## src/rtl/trigmot_pkg.sv

```systemverilog
// Shared definitions for the motion-trigger qualification stages:
// FSM state encodings, event counter sizing and a saturating increment.
package trigmot_pkg;

  // Qualifier FSM states (3-bit encoding kept stable for legacy consumers)
  localparam logic [2:0] IDLE      = 3'd0;
  localparam logic [2:0] ARMING    = 3'd1;
  localparam logic [2:0] ACTIVE    = 3'd2;
  localparam logic [2:0] RELEASING = 3'd3;
  localparam logic [2:0] HOLDOFF   = 3'd4;

  // Event / statistics counter sizing
  localparam int          EVT_CNT_W   = 16;
  localparam logic [15:0] EVT_CNT_MAX = 16'hFFFF;

  // Increment that sticks at all-ones instead of wrapping to zero
  function automatic logic [15:0] sat_inc16(input logic [15:0] val);
    logic [15:0] res;
    if (val == EVT_CNT_MAX) begin
      res = val;
    end else begin
      res = val + 16'd1;
    end
    return res;
  endfunction

endpackage

```

## src/rtl/trigmot_frame_edge.sv

```systemverilog
// Frame boundary detector for frame_valid-framed streams.
// frame_start marks the first cycle of a frame, frame_end the first idle
// cycle after a frame whose start was observed. A frame that is already in
// progress when reset is released produces neither edge, so partial frames
// are never evaluated downstream.
module trigmot_frame_edge (
  input  logic clk,
  input  logic reset,
  input  logic frame_valid,
  output logic frame_start,
  output logic frame_end
);

  logic fv_d_r;
  logic seen_start_r;
  logic low_seen_r;

  // A rising edge only counts once frame_valid has been seen low since reset
  assign frame_start = frame_valid & ~fv_d_r & low_seen_r;
  assign frame_end   = ~frame_valid & fv_d_r & seen_start_r;

  // Delay frame_valid and remember whether a genuine frame start occurred
  always_ff @(posedge clk) begin
    if (reset) begin
      fv_d_r       <= 1'b0;
      seen_start_r <= 1'b0;
      low_seen_r   <= 1'b0;
    end else begin
      fv_d_r <= frame_valid;
      if (!frame_valid) begin
        low_seen_r <= 1'b1;
      end else begin
        low_seen_r <= low_seen_r;
      end
      if (frame_start) begin
        seen_start_r <= 1'b1;
      end else begin
        seen_start_r <= seen_start_r;
      end
    end
  end

endmodule

```

## src/rtl/trigmot_event_qual.sv

```systemverilog
// Debounces the per-frame motion trigger into motion events.
// An event starts after ON_FRAMES consecutive motion frames, ends after
// OFF_FRAMES consecutive quiet frames, and is followed by HOLDOFF_FRAMES
// frames during which motion is ignored. Evaluation happens once per frame
// at frame_end; outputs are registered one cycle later.
// Optional build macro TRIGMOT_QUAL_STATS_EN enables the motion_frames
// statistics counter; without it the port is tied to zero.
module trigmot_event_qual #(
  parameter int ON_FRAMES      = 3,
  parameter int OFF_FRAMES     = 5,
  parameter int HOLDOFF_FRAMES = 10,
  parameter int CNT_W          = 8
) (
  input  logic        clk,
  input  logic        reset,
  input  logic        enable,
  input  logic        trigger_in,
  input  logic        frame_valid,
  input  logic        data_valid,
  output logic        motion_active,
  output logic        event_start,
  output logic        event_end,
  output logic [15:0] event_count,
  output logic [15:0] motion_frames
);

  import trigmot_pkg::*;

  localparam logic [CNT_W-1:0] ON_C   = CNT_W'(ON_FRAMES);
  localparam logic [CNT_W-1:0] OFF_C  = CNT_W'(OFF_FRAMES);
  localparam logic [CNT_W-1:0] HOLD_C = CNT_W'(HOLDOFF_FRAMES);
  localparam logic [CNT_W-1:0] ONE_C  = CNT_W'(1);
  localparam logic [CNT_W-1:0] ZERO_C = CNT_W'(0);

  // Per-frame action selected by the FSM
  localparam logic [1:0] ACT_NONE  = 2'd0;
  localparam logic [1:0] ACT_START = 2'd1;
  localparam logic [1:0] ACT_END   = 2'd2;

  logic             frame_start_s;
  logic             frame_end_s;
  logic             hit_s;
  logic             frame_motion_r;

  logic [2:0]       state_r;
  logic [2:0]       state_nx_s;
  logic [CNT_W-1:0] cnt_r;
  logic [CNT_W-1:0] cnt_nx_s;
  logic [CNT_W-1:0] cnt_inc_s;
  logic [1:0]       action_s;

  logic             motion_active_r;
  logic             motion_active_nx_s;
  logic             event_start_r;
  logic             event_start_nx_s;
  logic             event_end_r;
  logic             event_end_nx_s;
  logic [15:0]      event_count_r;
  logic [15:0]      event_count_nx_s;

  trigmot_frame_edge u_frame_edge (
    .clk         (clk),
    .reset       (reset),
    .frame_valid (frame_valid),
    .frame_start (frame_start_s),
    .frame_end   (frame_end_s)
  );

  // Only triggers accompanied by valid frame data count as motion
  assign hit_s     = trigger_in & frame_valid & data_valid;
  assign cnt_inc_s = cnt_r + ONE_C;

  // Sticky per-frame motion flag; restarted at each frame start so that
  // triggers from an unevaluated partial frame cannot leak forward
  always_ff @(posedge clk) begin
    if (reset) begin
      frame_motion_r <= 1'b0;
    end else if (!enable) begin
      frame_motion_r <= 1'b0;
    end else if (frame_start_s) begin
      frame_motion_r <= hit_s;
    end else if (frame_end_s) begin
      frame_motion_r <= 1'b0;
    end else if (hit_s) begin
      frame_motion_r <= 1'b1;
    end else begin
      frame_motion_r <= frame_motion_r;
    end
  end

  // Next-state, counter and output computation; disable overrides evaluation
  always_comb begin
    state_nx_s         = state_r;
    cnt_nx_s           = cnt_r;
    action_s           = ACT_NONE;
    motion_active_nx_s = motion_active_r;
    event_start_nx_s   = 1'b0;
    event_end_nx_s     = 1'b0;
    event_count_nx_s   = event_count_r;

    if (!enable) begin
      state_nx_s         = IDLE;
      cnt_nx_s           = ZERO_C;
      motion_active_nx_s = 1'b0;
      event_end_nx_s     = motion_active_r;
    end else if (frame_end_s) begin
      case (state_r)
        IDLE: begin
          if (frame_motion_r) begin
            if (ON_C == ONE_C) begin
              action_s = ACT_START;
            end else begin
              state_nx_s = ARMING;
              cnt_nx_s   = ONE_C;
            end
          end else begin
            state_nx_s = IDLE;
            cnt_nx_s   = ZERO_C;
          end
        end
        ARMING: begin
          if (frame_motion_r) begin
            if (cnt_inc_s == ON_C) begin
              action_s = ACT_START;
            end else begin
              cnt_nx_s = cnt_inc_s;
            end
          end else begin
            state_nx_s = IDLE;
            cnt_nx_s   = ZERO_C;
          end
        end
        ACTIVE: begin
          if (frame_motion_r) begin
            state_nx_s = ACTIVE;
          end else if (OFF_C == ONE_C) begin
            action_s = ACT_END;
          end else begin
            state_nx_s = RELEASING;
            cnt_nx_s   = ONE_C;
          end
        end
        RELEASING: begin
          if (frame_motion_r) begin
            state_nx_s = ACTIVE;
            cnt_nx_s   = ZERO_C;
          end else if (cnt_inc_s == OFF_C) begin
            action_s = ACT_END;
          end else begin
            cnt_nx_s = cnt_inc_s;
          end
        end
        HOLDOFF: begin
          if (cnt_inc_s == HOLD_C) begin
            state_nx_s = IDLE;
            cnt_nx_s   = ZERO_C;
          end else begin
            cnt_nx_s = cnt_inc_s;
          end
        end
        default: begin
          state_nx_s = IDLE;
          cnt_nx_s   = ZERO_C;
        end
      endcase

      case (action_s)
        ACT_START: begin
          state_nx_s         = ACTIVE;
          cnt_nx_s           = ZERO_C;
          motion_active_nx_s = 1'b1;
          event_start_nx_s   = 1'b1;
          event_count_nx_s   = sat_inc16(event_count_r);
        end
        ACT_END: begin
          state_nx_s         = (HOLD_C == ZERO_C) ? IDLE : HOLDOFF;
          cnt_nx_s           = ZERO_C;
          motion_active_nx_s = 1'b0;
          event_end_nx_s     = 1'b1;
        end
        default: begin
          event_start_nx_s = 1'b0;
          event_end_nx_s   = 1'b0;
        end
      endcase
    end else begin
      state_nx_s = state_r;
      cnt_nx_s   = cnt_r;
    end
  end

  // FSM state and registered outputs
  always_ff @(posedge clk) begin
    if (reset) begin
      state_r         <= IDLE;
      cnt_r           <= ZERO_C;
      motion_active_r <= 1'b0;
      event_start_r   <= 1'b0;
      event_end_r     <= 1'b0;
      event_count_r   <= 16'd0;
    end else begin
      state_r         <= state_nx_s;
      cnt_r           <= cnt_nx_s;
      motion_active_r <= motion_active_nx_s;
      event_start_r   <= event_start_nx_s;
      event_end_r     <= event_end_nx_s;
      event_count_r   <= event_count_nx_s;
    end
  end

  assign motion_active = motion_active_r;
  assign event_start   = event_start_r;
  assign event_end     = event_end_r;
  assign event_count   = event_count_r;

`ifdef TRIGMOT_QUAL_STATS_EN
  logic [15:0] motion_frames_r;

  // Count every evaluated frame that carried motion, whatever the FSM state
  always_ff @(posedge clk) begin
    if (reset) begin
      motion_frames_r <= 16'd0;
    end else if (frame_end_s && frame_motion_r) begin
      motion_frames_r <= sat_inc16(motion_frames_r);
    end else begin
      motion_frames_r <= motion_frames_r;
    end
  end

  assign motion_frames = motion_frames_r;
`else
  assign motion_frames = 16'd0;
`endif

endmodule

```

## config.mk

```make
export PLATFORM = sky130hd
export DESIGN_NAME = trigmot_event_qual
export DESIGN_NICKNAME = d
export VERILOG_FILES = /design/src/rtl/trigmot_pkg.sv /design/src/rtl/trigmot_frame_edge.sv /design/src/rtl/trigmot_event_qual.sv
export SDC_FILE = /design/constraint.sdc
export NUM_CORES = 1
export LEC_CHECK = 0
export CAP_MARGIN = 5
export CORE_MARGIN = 2
export CORE_UTILIZATION = 50
export CTS_CLUSTER_SIZE = 20
export DETAILED_ROUTE_END_ITERATION = 8
export PLACE_DENSITY = 0.77
export SLEW_MARGIN = 20
export SYNTH_ARGS = -nofsm -noshare
export SYNTH_HDL_FRONTEND = slang
export SYNTH_SLANG_ARGS = --single-unit
```

## constraint.sdc

```tcl
create_clock -name clk -period 4.9 [get_ports clk]
set_clock_uncertainty 0.1 [all_clocks]
set_input_delay 0.98 -clock clk [delete_from_list [all_inputs] [get_ports clk]]
set_output_delay 0.98 -clock clk [all_outputs]
set_load 0.02 [all_outputs]
```

* Word level (Yosys, flattened, before mapping)
Index checks and enable logic that the tools add are counted.
Storage, ports and cells: bits in registers 34, input bits 6, output and inout port bits 35, word-level logic and storage cells 80
Operators by class: add/sub/neg operators 2, eq/ne operators 16, muxes and demuxes 31, bitwise logic cells 11, reductions and logical operators 10
Operator list (number):
- two-way mux 8 bit | 7
- one-hot mux 8 bit (5 select lines) | 1
- inequality test 4 bit (second input constant) | 5
- adder 16 x 1 -> 16 bit (second input constant) | 1
- equality test 16 bit (second input constant) | 1
- one-hot mux 3 bit (5 select lines) | 1
- two-way mux 1 bit | 12
- AND reduction 4 bit | 3
- two-way mux 3 bit | 3
- adder 8 x 1 -> 8 bit (second input constant) | 1
- equality test 8 x 2 -> 1 bit (second input constant) | 1
- equality test 8 x 3 -> 1 bit (second input constant) | 1
- equality test 8 x 4 -> 1 bit (second input constant) | 1
- two-way mux 2 bit | 4
- AND 1 bit | 6
- equality test 3 x 2 -> 1 bit (second input constant) | 2
- one-hot mux 3 bit (2 select lines) | 1
- NOT 1 bit | 5
- one-hot mux 2 bit (2 select lines) | 1
- OR reduction 2 bit | 2
- equality test 3 x 1 -> 1 bit (second input constant) | 1
- equality test 3 bit (second input constant) | 1
- logical NOT 3 bit | 1
- inequality test 3 bit (second input constant) | 1
- other kinds (7) | 7

* Logic depth before layout (Yosys ltp)
Gate-level depths: netlist of the first run.
word-level depth 11, gate-level depth with buffers 15, mapped depth without buffers 14

* Cells and area by module
Synthesis of the first run repeated with hierarchy kept, for this count alone.
Unflattened totals: cells, all modules 274, area, all modules 2253.4 um2
Modules (own cells, without submodules):
- trigmot_event_qual | times used 1, cells each 262, area an instance 2144.6 um2
- trigmot_frame_edge | times used 1, cells each 12, area an instance 108.9 um2

* Worst setup path after synthesis of the first run
OpenSTA, ideal clock, no wires.
kind register -> register, start point register cnt_r[0], end point register state_r[0], data arrival time 3004 ps, slack 1726 ps, stages on the path, launching flop included 12, path buffers 0, path through dfxtp_1 > ha_1 > xor2_1 > or4_4 > o31ai_1 > nand2_1 > nor4_1 > inv_1 > ha_1 > or4b_2 > nor4_1 > o21bai_1
On the way: longest elaborated chain between the ends 10
RTL lines:
- start: declaration | RTL line trigmot_event_qual.sv:47 | logic [CNT_W-1:0] cnt_r;
- start signal: assignment | RTL line trigmot_event_qual.sv:203 | cnt_r <= cnt_nx_s;
- adder 8 x 1 -> 8 bit (*) | RTL line trigmot_event_qual.sv:71 | assign cnt_inc_s = cnt_r + ONE_C;
- equality test 8 x 2 -> 1 bit / equality test 8 x 3 -> 1 bit (equally long branches) | RTL line trigmot_event_qual.sv:123, trigmot_event_qual.sv:147
- two-way mux 1 bit / two-way mux 2 bit (equally long branches) | RTL line trigmot_event_qual.sv:123, trigmot_event_qual.sv:147
- two-way mux 1 bit / two-way mux 2 bit (equally long branches) | RTL line trigmot_event_qual.sv:122, trigmot_event_qual.sv:144
- one-hot mux 2 bit (2 select lines) | RTL line trigmot_event_qual.sv:107 | case (state_r)
- two-way mux 2 bit | RTL line trigmot_event_qual.sv:106 | end else if (frame_end_s) begin
- two-way mux 2 bit | RTL line trigmot_event_qual.sv:101 | if (!enable) begin
- equality test 2 x 1 -> 1 bit / equality test 2 bit (equally long branches) | RTL line trigmot_event_qual.sv:167 | case (action_s)
- inequality test 4 bit (no source line)
- AND reduction 4 bit (no source line)
- end signal: assignment | RTL line trigmot_event_qual.sv:202 | state_r <= state_nx_s;
- end: declaration | RTL line trigmot_event_qual.sv:45 | logic [2:0] state_r;
Mark *: on every way between the ends. The rest lies on a longest branch, timed or not. The select of a mux whose other input is x is not followed. A chain may end at the register's enable or synchronous reset.

* Worst setup path after layout of the first run
start point register cnt_r[0], end point register cnt_r[5]
On the way: longest elaborated chain between the ends 11
RTL lines (RTL line):
- adder 8 x 1 -> 8 bit (*) | trigmot_event_qual.sv:71
- equality test 8 x 2 -> 1 bit / equality test 8 x 3 -> 1 bit (equally long branches) | trigmot_event_qual.sv:123, trigmot_event_qual.sv:147
- two-way mux 1 bit / two-way mux 2 bit (equally long branches) | trigmot_event_qual.sv:123, trigmot_event_qual.sv:147
- two-way mux 1 bit / two-way mux 2 bit (equally long branches) | trigmot_event_qual.sv:122, trigmot_event_qual.sv:144
- one-hot mux 2 bit (2 select lines) | trigmot_event_qual.sv:107
- two-way mux 2 bit | trigmot_event_qual.sv:106
- two-way mux 2 bit | trigmot_event_qual.sv:101
- equality test 2 x 1 -> 1 bit / equality test 2 bit (equally long branches) | trigmot_event_qual.sv:167
- OR reduction 2 bit (no source line)
- inequality test 4 bit (no source line) / inequality test 3 bit (equally long branches)
- AND reduction 4 bit (no source line)
Marked as above.

==> summary.md, run 1 <==
| Metric | Value |
|---|---|
| IO buf count | 24 |
| Final WL | 4.06 mm |
| Antenna diodes | 0 |
| Highest Signal Layer | met4 |
| Commonest non-fill, non-tap cells in the layout | dfxtp_1 (34), nor2_1 (26), clkdlybuf4s50_1 (24), conb_1 (16) |
| Die area | 4670 um^2 |
| Setup-failing EPs final | 0 |
| Async SR Flop Fraction | 0% |
| Fin crit share | 74.8% |
| Reg power frac | 53.0% |
| #FFs+latches synth | 34 |
| Pwr dens | 223 nW/um^2 |
| FF-to-FF End | cnt_r[5]$_SDFFE_PP0P_ |
| Worst hold path type | reg -> reg |
| CTS Hold Bufs | 0 |
| Worst setup startpoint | cnt_r[0]$_SDFFE_PP0P_ |
| Core area | 4000 um^2 |
| Critical path data arrival time | 3800 ps |
| Hold Fails Final Rpt | 0 |
| Minimum clock period | 3660 ps |
| Filler Cells Inserted | 390 |
| Switching power | 129 uW |
| Clk network pwr share | 42.1% |
| Starting Density | 51.7% |
| Fmax | 273 MHz |
| Total CTS buffers | 5 |
| Flop2flop setup slack | 1240 ps |
| Number of global-route vias before repair | 1521 |
| Status | finished clean |
| Initial drt markers | 75 |
| Synth Flop Type | dfxtp_1 |
| P&R area growth vs syn | 14.0% |
| Top cells by area, synth | dfxtp_1 (33%), buf_4 (6.2%), nor2_1 (4.7%) |
| Placed Area | 2260 um^2 |
| Via count | 1733 |
| Die W | 68.3 um |
| WP data required | 5040 ps |
| Final ANT Viol Nets | 0 |
| Synth area leader | dfxtp_1 |
| Post-synth EDFFs | 0 |
| Rows | 23 |
| Clock Sinks | 34 |
| Reg2reg path depth | 13 |
| Average size of a mapped cell | 8.34 um^2 |
| RSZ-0062 raised after global routing | false |
| DRT met1 WL | 1.97 mm |
| Share of the synthesized area in the top cell type | 32.9% |
| # DRC | 0 |
| GRT Total Usage | 19.4% |
| Max transition margin | 35.3% |
| Worst vdd ir | 0.162 mV |
| Pleak | 0.000844 uW |
| H-tree depth | 2 |
| Final GP Congestion | 0.947 |
| Met2 WL | 1.86 mm |
| Routed len/inst | 12.7 um |
| Crit path capture | cnt_r[5]$_SDFFE_PP0P_ |
| Combinational power share | 4.9% |
| WL met3 | 177 um |
| Synth cell types | 54 |
| Nets | 281 |
| DIE HEIGHT | 68.3 um |
| Clock network latency to the later pin of the worst-skew pair | 290 ps |
| Detail Placement HPWL | 2.98 mm |
| Multi-input logic area | 1230 um^2 |
| Internal power | 397 uW |
| Max Root-Sink Buffers | 2 |
| Postcts setup bufs | 0 |
| Max-cap violations | 0 |
| Worst Max-Slew Pin Slew | 958 ps |
| Finished Cell Area | 2360 um^2 |
| Setup crit end kind | flip-flop |
| Crit path launch type | flip-flop |
| Post-CTS Resized | 0 |
| Initial antenna violation count | 0 |
| Critical path class | reg -> reg |
| GRT overflow | 0 |
| Fin util | 58.9% |
| Share of cells above drive strength 1 | 5.20% |
| Sequential share of the synthesized area | 32.9% |
| Root buffer cell | clkbuf_8 |
| Drt first pass iters | 4 |
| First-pass GRT wire length | 6.74 mm |
| I/O pin count | 41 |
| Clock transition at path regs | 70 ps |
| Reg-to-Reg Start | cnt_r[0]$_SDFFE_PP0P_ |
| Max Transition Viols Final | 0 |
| Post-Route Setup TNS | 0 ps |
| Mapped Area | 2070 um^2 |
| Vias per cell | 5.43 |
| Largest net degree at the start of global routing | 23 |
| Cells after synthesis | 248 |
| Commonest non-fill, non-tap cell in the layout | dfxtp_1 |
| Register area | 681 um^2 |
| Hold Path Stages | 2 |
| Count of warnings emitted by yosys | 0 |
| Switching portion of total power | 24.5% |
| CTS tree | yes |
| Crit Path Max Fanout | 7 |
==> per-stage QoR <==
stage               cells  total power [uW]  hold slack [ps]  setup slack (ps)
floorplan             263               314              326              1730
global placement      311               311              346              1410
detailed placement    311               311              347              1280
CTS                   319               533              358              1260
global route          319               548              391               835
finish                319               526              359              1240
==> worst min path at each step <==
stage,startpoint,endpoint,slack [ps]
2_1_floorplan,u_frame_edge.low_seen_r$_SDFFE_PP0N_,u_frame_edge.low_seen_r$_SDFFE_PP0N_,330
3_3_place_gp,u_frame_edge.low_seen_r$_SDFFE_PP0N_,u_frame_edge.low_seen_r$_SDFFE_PP0N_,350
3_5_place_dp,u_frame_edge.low_seen_r$_SDFFE_PP0N_,u_frame_edge.low_seen_r$_SDFFE_PP0N_,350
4_1_cts,u_frame_edge.low_seen_r$_SDFFE_PP0N_,u_frame_edge.low_seen_r$_SDFFE_PP0N_,360
5_1_grt,u_frame_edge.low_seen_r$_SDFFE_PP0N_,u_frame_edge.low_seen_r$_SDFFE_PP0N_,390
6_report,u_frame_edge.low_seen_r$_SDFFE_PP0N_,u_frame_edge.low_seen_r$_SDFFE_PP0N_,360
==> per-layer routing <==
layer / global-route usage, % / vias to the layer above
met5: 0 / -
met4: 9.00 / 0
met2: 31.2 / 43
met3: 4.61 / 5
li1: - / 892
met1: 24.6 / 793
==> worst max-delay path, stage by stage (launching register included) <==
cell	delay, ps
dfxtp_1	440
ha_1	290
xor2_1	90
or4_4	420
o31ai_1	180
nand2_1	150
nor4_1	400
inv_1	80
ha_1	350
and3_1	190
nand2b_1	90
a31oi_1	480
o21ai_0	160
a21bo_1	200
==> synth_stat cells (6+ instances only) <==
| library cell | number |
|---|---|
| a21oi_1 | 7 |
| buf_4 | 17 |
| clkbuf_1 | 6 |
| dfxtp_1 | 34 |
| ha_1 | 7 |
| inv_1 | 11 |
| nand2_1 | 11 |
| nand3_1 | 11 |
| nor2_1 | 26 |
| nor3_1 | 10 |
| o21ai_0 | 6 |
| xnor2_1 | 11 |
| xor2_1 | 9 |
==> logic make-up (layout without fill, tap and decap cells) <==
group | count (synthesis) | after routing | synth area share (%)
multiplexers | 3 | 3 | 1.51
AO/OA/AOI/OAI | 43 | 43 | 15.1
adder cells (fa/ha/maj) | 7 | 7 | 4.23
AND/OR/NAND/NOR | 102 | 102 | 27.5
buffers and inverters | 38 | 44 | 10.2
flip-flops | 34 | 34 | 32.9
XOR/XNOR | 20 | 20 | 8.47
other | 1 | 16 | 0.181
==> power by group through the flow <==
stage	clock network (uW)	registers (uW)	logic, uW
after detailed placement	0	286	25.4
after global routing	241	279	28.4
after global placement	0	286	25.3
after CTS	228	279	25.5
final	222	279	25.7
after floorplan	0	285	28.8
==> registers in the layout, indices dropped and copies added, names as in the netlist <==
register                   cells
event_start                    1
u_frame_edge.fv_d_r            1
cnt_r                          8
event_count                   16
u_frame_edge.seen_start_r      1
state_r                        3
frame_motion_r                 1
motion_active                  1
u_frame_edge.low_seen_r        1
event_end                      1
==> cell type report <==
class / instances / share of cell area [%]
multi-input combinational: 191 / 52.3
sequential: 34 / 28.9
timing repair buffer: 24 / 10.2
clock buffer: 6 / 3.50
tap: 50 / 2.65
inverter: 12 / 1.91
clock inverter: 2 / 0.531
No activity file was read; power rests on OpenSTA's default activity.
==> inputs of run 2 (changes only) <==
clock period = 3.7 ns   (was 4.9 ns; I/O delays follow)
==> summary.md, run 2 (same netlist as run 1, synthesis figures left out) <==
| Metric | Value |
|---|---|
| Met2 GRT Util | 30.0% (was 31.2%) |
| Setup crit end kind | flip-flop (unchanged) |
| IO buf count | 24 (unchanged) |
| Max reg flops | 16 (unchanged) |
| Hold Fails Final Rpt | 0 (unchanged) |
| Rows | 23 (unchanged) |
| Register area | 683 um^2 (was 681 um^2) |
| Routed len/inst | 12.8 um (was 12.7 um) |
| Filler Cells Inserted | 360 (was 390) |
| GRT Total Usage | 19.5% (was 19.4%) |
| Core area | 4000 um^2 (unchanged) |
| Worst vdd ir | 0.260 mV (was 0.162 mV) |
| Max transition margin | 38.8% (was 35.3%) |
| Most Crowded Layer GR | met2 (unchanged) |
| H-tree depth | 2 (unchanged) |
| Via count | 1764 (was 1733) |
| Critical path class | reg -> reg (unchanged) |
| Post-CTS Resized | 0 (unchanged) |
| WP data required | 3780 ps (was 5040 ps) |
| Fmax | 291 MHz (was 273 MHz) |
| Critical path data arrival time | 3520 ps (was 3800 ps) |
| Number of global-route vias before repair | 1556 (was 1521) |
| Clock transition at path regs | 70 ps (about the same) |
| Die W | 68.3 um (unchanged) |
| Postcts setup bufs | 0 (unchanged) |
| GRT met1 Usage | 25.4% (was 24.6%) |
| Min Hold Slack | 354 ps (was 359 ps) |
| Clock network latency to the later pin of the worst-skew pair | 290 ps (about the same) |
| Starting Density | 51.7% (unchanged) |
| Crit Path Max Fanout | 7 (unchanged) |
| Die area | 4670 um^2 (unchanged) |
| CTS tree | yes (unchanged) |
| Pwr dens | 314 nW/um^2 (was 223 nW/um^2) |
| P&R area growth vs syn | 16.1% (was 14.0%) |
| Worst hold path type | reg -> reg (unchanged) |
| DIE HEIGHT | 68.3 um (unchanged) |
| Drt first pass iters | 5 (was 4) |
| Setup-failing EPs final | 0 (unchanged) |
| # DRC | 0 (unchanged) |
| Nets | 283 (was 281) |
| Antenna diodes | 0 (unchanged) |
| Commonest non-fill, non-tap cell in the layout | dfxtp_1 (unchanged) |
| Final ANT Viol Nets | 0 (unchanged) |
| Status | finished clean (unchanged) |
| Crit path launch type | flip-flop (unchanged) |
| Total CTS buffers | 5 (unchanged) |
| Minimum clock period | 3430 ps (was 3660 ps) |
| Clock Sinks | 34 (unchanged) |
| CTS Hold Bufs | 0 (unchanged) |
| Pleak | 0.000862 uW (was 0.000844 uW) |
| Max-cap violations | 0 (unchanged) |
| Initial antenna violation count | 0 (unchanged) |
| Share of cells above drive strength 1 | 7.04% (was 5.20%) |
| Root buffer cell | clkbuf_8 (unchanged) |
| Detail Placement HPWL | 3.00 mm (was 2.98 mm) |
| Multi-input logic area | 1240 um^2 (was 1230 um^2) |
| I/O pin count | 41 (unchanged) |
| Fin crit share | 92.8% (was 74.8%) |
| GRT overflow | 0 (unchanged) |
| Commonest non-fill, non-tap cells in the layout | dfxtp_1 (32), nor2_1 (26), clkdlybuf4s50_1 (24), conb_1 (16) (was dfxtp_1 (34), nor2_1 (26), clkdlybuf4s50_1 (24), conb_1 (16)) |
| First-pass GRT wire length | 6.82 mm (was 6.74 mm) |
| Total power | 755 uW (was 526 uW) |
| Met3 usage | 5.76% (was 4.61%) |
| Largest net degree at the start of global routing | 21 (was 23) |
| Max Transition Viols Final | 0 (unchanged) |
| Final WL | 4.09 mm (was 4.06 mm) |
| Initial drt markers | 80 (was 75) |
| Max Root-Sink Buffers | 2 (unchanged) |
| Worst Max-Slew Pin Slew | 906 ps (was 958 ps) |
| Final GP Congestion | 0.892 (was 0.947) |
| Vias per cell | 5.51 (was 5.43) |
-- run 2: report_power, final --
| part | total [uW] | internal, uW | switching, uW |
|---|---|---|---|
| Sequential | 370 | 368 | 1.64 |
| Clock | 350 | 215 | 135 |
| Combinational | 34.9 | 9.47 | 25.4 |
| Total | 755 | 593 | 162 |
-- run 2: layout make-up --
type	instances	share of cell area, %
Multi-Input combinational cell	191	51.7
Sequential cell	34	28.5
Timing Repair Buffer	26	10.6
Clock buffer	6	3.44
Tap cell	50	2.61
Inverter	12	1.88
Clock inverter	1	1.25
-- run 2: through the flow --
step / instances / area [um^2] / setup slack [ps] / util (%) / TNS (ps)
2_1_floorplan: 263 / 2120 / 526 / - / 0
3_3_place_gp: 313 / 2280 / 312 / 56.9 / 0
3_5_place_dp: 313 / 2280 / 164 / 56.9 / 0
4_1_cts: 320 / 2390 / 136 / 59.7 / 0
5_1_grt: 320 / 2400 / -2.64 / 60.0 / -2.64
6_report: 320 / 2400 / 265 / 60.0 / 0
-- run 2: path summary, 6_finish.rpt --
check	start	endpoint	slack, ps	cells after the start
worst min register to register	u_frame_edge.low_seen_r$_SDFFE_PP0N_	u_frame_edge.low_seen_r$_SDFFE_PP0N_	350	2
worst min-delay path	u_frame_edge.low_seen_r$_SDFFE_PP0N_	u_frame_edge.low_seen_r$_SDFFE_PP0N_	350	2
worst max register to register	cnt_r[0]$_SDFFE_PP0P_	cnt_r[6]$_SDFFE_PP0P_	270	14
worst max-delay path	cnt_r[0]$_SDFFE_PP0P_	cnt_r[6]$_SDFFE_PP0P_	270	14
-- run 2: per-layer routing --
layer / up-vias / wire (um) / share of wire, %
met1: 814 / 2020 / 49
met5: - / 0 / 0
met3: 12 / 193 / 4.7
met2: 46 / 1780 / 43
li1: 892 / - / -
met4: 0 / 95 / 2.3
-- run 2: worst max-delay path: stages, from the launching register on --
cell,delay [ps]
dfxtp_2,360
ha_2,230
xor2_1,140
or4_4,420
o31ai_1,180
nand2_1,180
nor4_2,320
inv_1,80
ha_1,330
and3_1,180
nand2b_1,100
a31oi_1,80
buf_4,210
and3_1,150
a221o_1,250
==> inputs of run 3 (changes only) <==
--- a/config.mk
+++ b/config.mk
@@ -9,5 +9,4 @@
 export CORE_MARGIN = 2
 export CORE_UTILIZATION = 50
-export CTS_CLUSTER_SIZE = 20
 export DETAILED_ROUTE_END_ITERATION = 8
 export PLACE_DENSITY = 0.77
==> constraint.sdc (replaced) <==
create_clock -name clk -period 3.7 [get_ports clk]
set_clock_uncertainty 0.1 [all_clocks]
set_input_delay 0.37 -clock clk [delete_from_list [all_inputs] [get_ports clk]]
set_output_delay 0.37 -clock clk [all_outputs]
set_load 0.02 [all_outputs]
==> summary.md, run 3 (same netlist as run 1, synthesis figures left out) <==
| Metric | Value |
|---|---|
| Status | finished clean (unchanged) |
| Share of cells above drive strength 1 | 7.75% (was 7.04%) |
| Switching power | 161 uW (was 162 uW) |
| Crit Path Max Fanout | 7 (unchanged) |
| Root buffer cell | clkbuf_8 (unchanged) |
| Fin crit share | 93.8% (was 92.8%) |
| FF-to-FF End | cnt_r[6]$_SDFFE_PP0P_ (unchanged) |
| Worst Max-Slew Pin Slew | 788 ps (was 906 ps) |
| Setup crit end kind | flip-flop (unchanged) |
| Flop2flop setup slack | 230 ps (was 270 ps) |
| GRT overflow | 0 (unchanged) |
| Die area | 4670 um^2 (unchanged) |
| Worst vdd ir | 0.178 mV (was 0.260 mV) |
| Total CTS buffers | 5 (unchanged) |
| Antenna diodes | 0 (unchanged) |
| Final GP Congestion | 0.954 (was 0.892) |
| Max reg flops | 16 (unchanged) |
| Max Transition Viols Final | 0 (unchanged) |
| Core area | 4000 um^2 (unchanged) |
| Reg-to-Reg Start | cnt_r[0]$_SDFFE_PP0P_ (unchanged) |
| Setup WS post-layout | 230 ps (was 265 ps) |
| Largest net degree at the start of global routing | 21 (unchanged) |
| Max transition margin | 47.0% (was 38.8%) |
| WP data required | 3770 ps (was 3780 ps) |
| Slowest stage cell on the critical path | dfxtp_1 (was or4_4) |
| Critical path data arrival time | 3540 ps (was 3520 ps) |
| Worst hold start | u_frame_edge.low_seen_r$_SDFFE_PP0N_ (unchanged) |
| Pwr dens | 277 nW/um^2 (was 314 nW/um^2) |
| Initial antenna violation count | 0 (unchanged) |
| Max-cap violations | 0 (unchanged) |
| Clock Sinks | 34 (unchanged) |
| Critical path class | reg -> reg (unchanged) |
| Detail Placement HPWL | 2.91 mm (was 3.00 mm) |
| Crit path buffers/inverters | 1 (was 2) |
| Reg power frac | 55.6% (was 49.0%) |
| Critical path's largest stage delay | 460 ps (was 420 ps) |
| Clock network latency to the later pin of the worst-skew pair | 280 ps (was 290 ps) |
| Switching portion of total power | 24.3% (was 21.4%) |
| Most frequent CP cell | and3_1 (unchanged) |
| Hold Path Stages | 2 (unchanged) |
| CTS tree | yes (unchanged) |
| Routed len/inst | 12.8 um (about the same) |
| Fmax | 288 MHz (was 291 MHz) |
| Worst hold path type | reg -> reg (unchanged) |
| Hold Fails Final Rpt | 0 (unchanged) |
| Number of global-route vias before repair | 1496 (was 1556) |
| Internal power | 504 uW (was 593 uW) |
| Clock transition at path regs | 70 ps (about the same) |
| Pleak | 0.000854 uW (was 0.000862 uW) |
| Fin util | 60.0% (about the same) |
| # DRC | 0 (unchanged) |
| Crit-path cells | ha_2 -> xor2_1 -> or4_4 -> o31ai_1 -> nand2_1 -> nor4_2 -> inv_1 -> ha_1 -> and3_1 -> nand2b_1 -> a31oi_4 -> and3_1 -> a221o_1 (was ha_2 -> xor2_1 -> or4_4 -> o31ai_1 -> nand2_1 -> nor4_2 -> inv_1 -> ha_1 -> and3_1 -> nand2b_1 -> a31oi_1 -> buf_4 -> and3_1 -> a221o_1) |
| First-pass GRT wire length | 6.84 mm (was 6.82 mm) |
| Setup-failing EPs final | 0 (unchanged) |
| Final WL | 4.10 mm (was 4.09 mm) |
| CP top delay family | simple AND/OR/NAND/NOR gates (unchanged) |
| Combinational power share | 5.2% (was 4.6%) |
| Pre-CTS setup slack | 124 ps (was 164 ps) |
| Crit path launch type | flip-flop (unchanged) |
| Commonest non-fill, non-tap cell in the layout | dfxtp_1 (unchanged) |
| Clk network pwr share | 39.2% (was 46.4%) |
| P&R area growth vs syn | 16.0% (was 16.1%) |
| IO buf count | 24 (unchanged) |
| Commonest non-fill, non-tap cells in the layout | dfxtp_1 (34), nor2_1 (26), clkdlybuf4s50_1 (24), conb_1 (16) (was dfxtp_1 (32), nor2_1 (26), clkdlybuf4s50_1 (24), conb_1 (16)) |
| Drt first pass iters | 4 (was 5) |
| Starting Density | 51.7% (unchanged) |
| Initial drt markers | 71 (was 80) |
| Die W | 68.3 um (unchanged) |
| Final ANT Viol Nets | 0 (unchanged) |
| I/O pin count | 41 (unchanged) |
| Minimum clock period | 3470 ps (was 3430 ps) |
| GRT Total Usage | 19.3% (was 19.5%) |
| Rows | 23 (unchanged) |
| WHS Endpoint | u_frame_edge.low_seen_r$_SDFFE_PP0N_ (unchanged) |
| H-tree depth | 2 (unchanged) |
| Nets | 284 (was 283) |
| Reg2reg path depth | 13 (was 14) |
| DIE HEIGHT | 68.3 um (unchanged) |
| Via count | 1736 (was 1764) |
| Vias per cell | 5.41 (was 5.51) |
| Max Root-Sink Buffers | 2 (unchanged) |
## run 3: worst reg2reg max path, stage by stage (launching register included)
cell and delay [ps]:
dfxtp_1 460, ha_2 270, xor2_1 70, or4_4 430
o31ai_1 220, nand2_1 190, nor4_2 320, inv_1 80
ha_1 330, and3_1 190, nand2b_1 160, a31oi_4 80
and3_1 220, a221o_1 250
## run 3: cell type report
| type | count | area, um^2 |
|---|---|---|
| fill | 371 | 1600 |
| multi-input combinational | 191 | 1270 |
| sequential | 34 | 681 |
| timing repair buffer | 27 | 263 |
| clock buffer | 5 | 68.8 |
| tap | 50 | 62.6 |
| inverter | 12 | 45.0 |
| clock inverter | 2 | 10.0 |
## run 3: what timing repair did
item                       CTS  global route
gates resized for setup      0             7
setup endpoints to repair    0             8
buffers inserted             0             2
hold buffers                 0             0
## run 3: metal layers
metal,part of all wire (%),vias to the layer above,GRT usage (%)
met1,48,804,26.4
li1,-,892,-
met4,1.6,0,9.25
met5,0,-,0
met2,46,35,29.0
met3,3.7,5,3.78
## run 3: worst max-delay path by stage
stage / slack [ps] / to / start / cells past startpoint
2_1_floorplan: 530 / state_r[0]$_SDFFE_PP0P_ / cnt_r[0]$_SDFFE_PP0P_ / 11
3_3_place_gp: 220 / cnt_r[5]$_SDFFE_PP0P_ / cnt_r[0]$_SDFFE_PP0P_ / 13
3_5_place_dp: 120 / cnt_r[5]$_SDFFE_PP0P_ / cnt_r[0]$_SDFFE_PP0P_ / 13
4_1_cts: 90 / cnt_r[5]$_SDFFE_PP0P_ / cnt_r[0]$_SDFFE_PP0P_ / 13
5_1_grt: -50 / cnt_r[5]$_SDFFE_PP0P_ / cnt_r[0]$_SDFFE_PP0P_ / 13
6_report: 230 / cnt_r[6]$_SDFFE_PP0P_ / cnt_r[0]$_SDFFE_PP0P_ / 13
## run 3: power by group through the flow
stage          clock network [uW]  registers (uW)  logic, uW
2_1_floorplan                   0             377       38.2
3_3_place_gp                    0             378       34.5
3_5_place_dp                    0             378       34.7
4_1_cts                       271             370       34.6
5_1_grt                       277             370       38.5
6_report                      261             370       34.7
## run 3: per-stage QoR
stage	TNS, ps	instance area, um^2	std cells	total power (uW)	hold slack, ps
after floorplan	0	2120	263	415	326
after global placement	0	2270	312	413	333
after detailed placement	0	2270	312	413	350
after CTS	0	2350	319	675	361
after global routing	-145	2400	321	686	385
final	0	2400	321	665	355
==> RTL edit 1: new RTL, settings of run 2 <==
Add a define of `TRIGMOT_QUAL_STATS_EN`.
--- a/src/rtl/trigmot_event_qual.sv
+++ b/src/rtl/trigmot_event_qual.sv
@@ -5,6 +5,8 @@
 // at frame_end; outputs are registered one cycle later.
 // Optional build macro TRIGMOT_QUAL_STATS_EN enables the motion_frames
 // statistics counter; without it the port is tied to zero.
+`define TRIGMOT_QUAL_STATS_EN
+
 module trigmot_event_qual #(
   parameter int ON_FRAMES      = 3,
   parameter int OFF_FRAMES     = 5,
Behaviour: not the same (Yosys sat finds a counterexample within 4 cycles, from zero or initial values and one cycle with reset high).
==> RTL edit 1 against run 2 <==
  * Sequential cell count is 16 higher
  * Total power is 36% higher
  * Hold slack better by 0.0057 ns
  * Non-clock buffer count is 15 higher
  * Area after synthesis is 29% higher
  * First-iteration DRC count is 30% higher
  * Design area is 37% higher
  * Routed wire length is 46% higher
  * Synthesized cell count is 30% higher
  * Setup slack better by 0.0099 ns
  * Largest power group unchanged
==> RTL edit 1: results (changes against run 2) <==
* Compound-Gate Fraction of Synth Area at 14.43% (-0.63 points)
* GR Util All Layers at 20.92% (+1.4 points)
* DRT Pass-1 Iters at 4 (-1)
* Largest stage delay, worst path at 0.49 ns (+0.07 ns)
* Syn Inst Count at 323 (+30%)
* GRT met2 Usage at 37.81% (+7.8 points)
* CTS clk-pin slew, worst paths at 0.10 ns (+0.03 ns)
* DR WL met2 at 2.987 mm (+68%)
* Max Fclk at 292.0 MHz (+0.29%)
* Slowest CP cell: or4_1
* Number of global-route vias before repair at 2194 (+41%)
* Placed cells at 423 (+35%)
* Peak supply drop at 0.0002366 V (-8.9%)
* Post-detail-place hpwl at 4.244 mm (+42%)
* Worst-margin pin slew at 0.7438 ns (-0.1621 ns)
* GR Util met1 at 24.41% (-1.0 points)
* Filler cell count at 456 (+27%)
* Synth area leaders: dfxtp_1, xor2_1, nor2_1, nand3_1, ha_1
* WL/cell at 13.87 µm (+8.5%)
* Metal1 wirelength at 2.643 mm (+31%)
* Hold_ws at 0.3598 ns (+0.005749 ns)
* I/O Buffers at 40 (+67%)
* Seq pwr share at 52.8% (+3.8 points)
* Status: completed
* Via/cell ratio at 5.587 (+1.4%)
* Sequential-to-total area share from yosys stat at 37.49% (+4.6 points)
* Area post-placement at 3113 µm² (+37%)
* Nets at 374 (+32%)
* Clk_lat worst skew at 0.31 ns (+0.02 ns)
* Comb power at 0.0236 mW (-32%)
* Worst Setup EP: cnt_r[0]
* Layout cells sized above 1 at 5.540% (-1.5 points)
[RTL edit 1: changes by cell type after synthesis, moves of 6 or more]
cell     delta
xnor2_1     -7
dfxtp_1    +16
o21ai_1     +7
and3_1      +6
inv_1       +7
nand2_1     +8
nor2_1     +18
a21oi_1     +6
buf_4      -16
nand3_1    +11
nand4_1     +6
xor2_1     +14
[RTL edit 1: worst min-delay path: cells and delay by family (launching register included)]
family / cells / cell delay, ns
compound gates: 1 / 0.05
buf+inv: 1 / 0.05
flops: 1 / 0.32
[RTL edit 1: cell type report]
class	count	area, µm²	area share (%)
tap	70	87.58	2.672
clock buffer	5	68.82	2.099
inverter	18	67.56	2.061
sequential	50	1001	30.53
timing repair buffer	41	407.9	12.44
multi-input combinational	244	1577	48.09
clock inverter	3	68.82	2.099
[RTL edit 1: repair_timing]
item | 4_1_cts | 5_1_grt
setup endpoints to repair | 0 | 14
resized for setup | 0 | 4
hold endpoints to repair | 0 | 0
==> RTL edit 2: new RTL, config.mk and constraints of run 2 <==
Without the edit above. The output `event_start` loses its register stage (`event_start_r` becomes a continuous assignment).
--- a/src/rtl/trigmot_event_qual.sv
+++ b/src/rtl/trigmot_event_qual.sv
@@ -195,18 +195,18 @@
       state_r         <= IDLE;
       cnt_r           <= ZERO_C;
       motion_active_r <= 1'b0;
-      event_start_r   <= 1'b0;
       event_end_r     <= 1'b0;
       event_count_r   <= 16'd0;
     end else begin
       state_r         <= state_nx_s;
       cnt_r           <= cnt_nx_s;
       motion_active_r <= motion_active_nx_s;
-      event_start_r   <= event_start_nx_s;
       event_end_r     <= event_end_nx_s;
       event_count_r   <= event_count_nx_s;
     end
   end
+
+  assign event_start_r = event_start_nx_s;
 
   assign motion_active = motion_active_r;
   assign event_start   = event_start_r;
Formal check against the unedited RTL: not equivalent (a bounded check fails within 10 cycles, from zero or initial values and one cycle with reset high).
==> RTL edit 2 against run 2 <==
  * Sequential cell count down 1
  * Design area down 1.9%
  * Area after synthesis down 0.97%
  * Largest power group unchanged
  * Setup slack better by 0.0023 ns
  * Total power down 9.3%
  * Clock power down 17%
  * Routed wire length down 1.0%
  * Sequential share of layout area down 0.34 points
  * First-iteration DRC count down 44%
==> RTL edit 2: results (changes against run 2) <==
* Status: completed
* Async set-reset flop share out of synthesis at 0% (unchanged)
* Compound-Gate Fraction of Synth Area at 14.48% (-0.59 points)
* Pin count of the biggest net entering global routing at 22 (+4.8%)
* Hold EP: u_frame_edge.low_seen_r
* Synth unique cells at 58 (+7.4%)
* Peak supply drop at 0.0002418 V (-6.9%)
* Hold_ws at 0.3492 ns (-0.004875 ns)
* Synth area leaders: dfxtp_1, buf_4, nor2_1, xor2_1, ha_1
* Pint at 0.5180 mW (-13%)
* CP delay by family, top: simple AND/OR/NAND/NOR gates
* Top cells by count, synth: dfxtp_1, nor2_1, nand2_1
* Xor and xnor fraction of the mapped netlist area at 8.552% (+0.083 points)
* Slowest CP cell: dfxtp_2
* Worst r2r src: cnt_r[1]
* Worst Setup EP: event_start
* Clock Tree Root: clkbuf_8
* Max_slew headroom at 62.23% (+23 points)
* Nets at 278 (-1.8%)
* DRT Pass-1 Iters at 4 (-1)
* GR Util All Layers at 19.28% (-0.22 points)
* WL final at 4.049 mm (-1.0%)
* Post-synthesis mux area share at 1.649% (+0.14 points)
* Synth Area in Adders at 4.276% (+0.041 points)
* Period Utilization, post-route at 92.77% (about the same)
* Layout cells sized above 1 at 9.398% (+2.4 points)
* Worst hold stages at 2 (unchanged)
* GPL Wtd Cong at 0.8155 (-8.5%)
* DR WL met2 at 1.956 mm (+9.9%)
* Area post-placement at 2258 µm² (-0.82%)
* Post-detail-place hpwl at 2.990 mm (-0.24%)
* Via count at 1686 (-4.4%)
* Static leakage at 0.9222 nW (+6.9%)
* Routed wl met3 at 237 µm (+23%)
* Number of global-route vias before repair at 1529 (-1.7%)
* Metal1 wirelength at 1.804 mm (-11%)
* Worst Setup SP: cnt_r[1]
* 1st-iter DRT viols at 45 (-44%)
* HP Class: flop to flop
* Non-Filler Instances at 316 (-1.3%)
* First-pass GRT wire length at 6.741 mm (-1.1%)
* Worst hold start: u_frame_edge.low_seen_r
* Max FO, Critical Path at 9 (+2)
* Met3 usage at 7.072% (+1.3 points)
* Filler cell count at 371 (+3.1%)
* FF-to-FF setup slack at 0.68 ns (+0.41 ns)
* Pre-CTS WS at 0.2496 ns (+0.08530 ns)
* Reg2reg path depth at 12 (-2)
* H-Tree Depth at 2 (unchanged)
* Placed cells at 308 (-1.6%)
* Ys Warns at 0 (unchanged)
* GRT met2 Usage at 32.16% (+2.2 points)
* GR Util met1 at 22.06% (-3.4 points)
* Clk_lat worst skew at 0.29 ns (about the same)
* DR top layer: met4
* WP data arrival at 2.59 ns (-0.93 ns)
* Syn avg cell area at 8.570 µm² (+2.8%)
* Sequential-to-total area share from yosys stat at 32.25% (-0.66 points)
* Reg2Reg Capture Point: event_count[11]
-- RTL edit 2: power by group through the flow --
stage               sequential (mW)  clock (mW)  combinational, mW
floorplan                     0.367           0             0.0382
global placement              0.367           0             0.0349
detailed placement            0.367           0             0.0351
CTS                           0.359       0.299             0.0351
global route                  0.359       0.316             0.0390
finish                        0.359       0.290             0.0351
-- RTL edit 2: repair_timing --
action / CTS / global route
gates resized for setup: 2 / 0
endpoints found under the setup margin: 1 / 0
buffers inserted: 0 / 0
-- RTL edit 2: cell type report --
class | count | area [µm²] | area share, %
multi-input cells | 189 | 1235 | 52.44
clock inverters | 2 | 13.76 | 0.5845
inverters | 8 | 30.03 | 1.275
clock buffers | 6 | 82.58 | 3.507
flip-flops and latches | 33 | 661.9 | 28.11
repair buffers | 28 | 269.0 | 11.42
well taps | 50 | 62.56 | 2.657
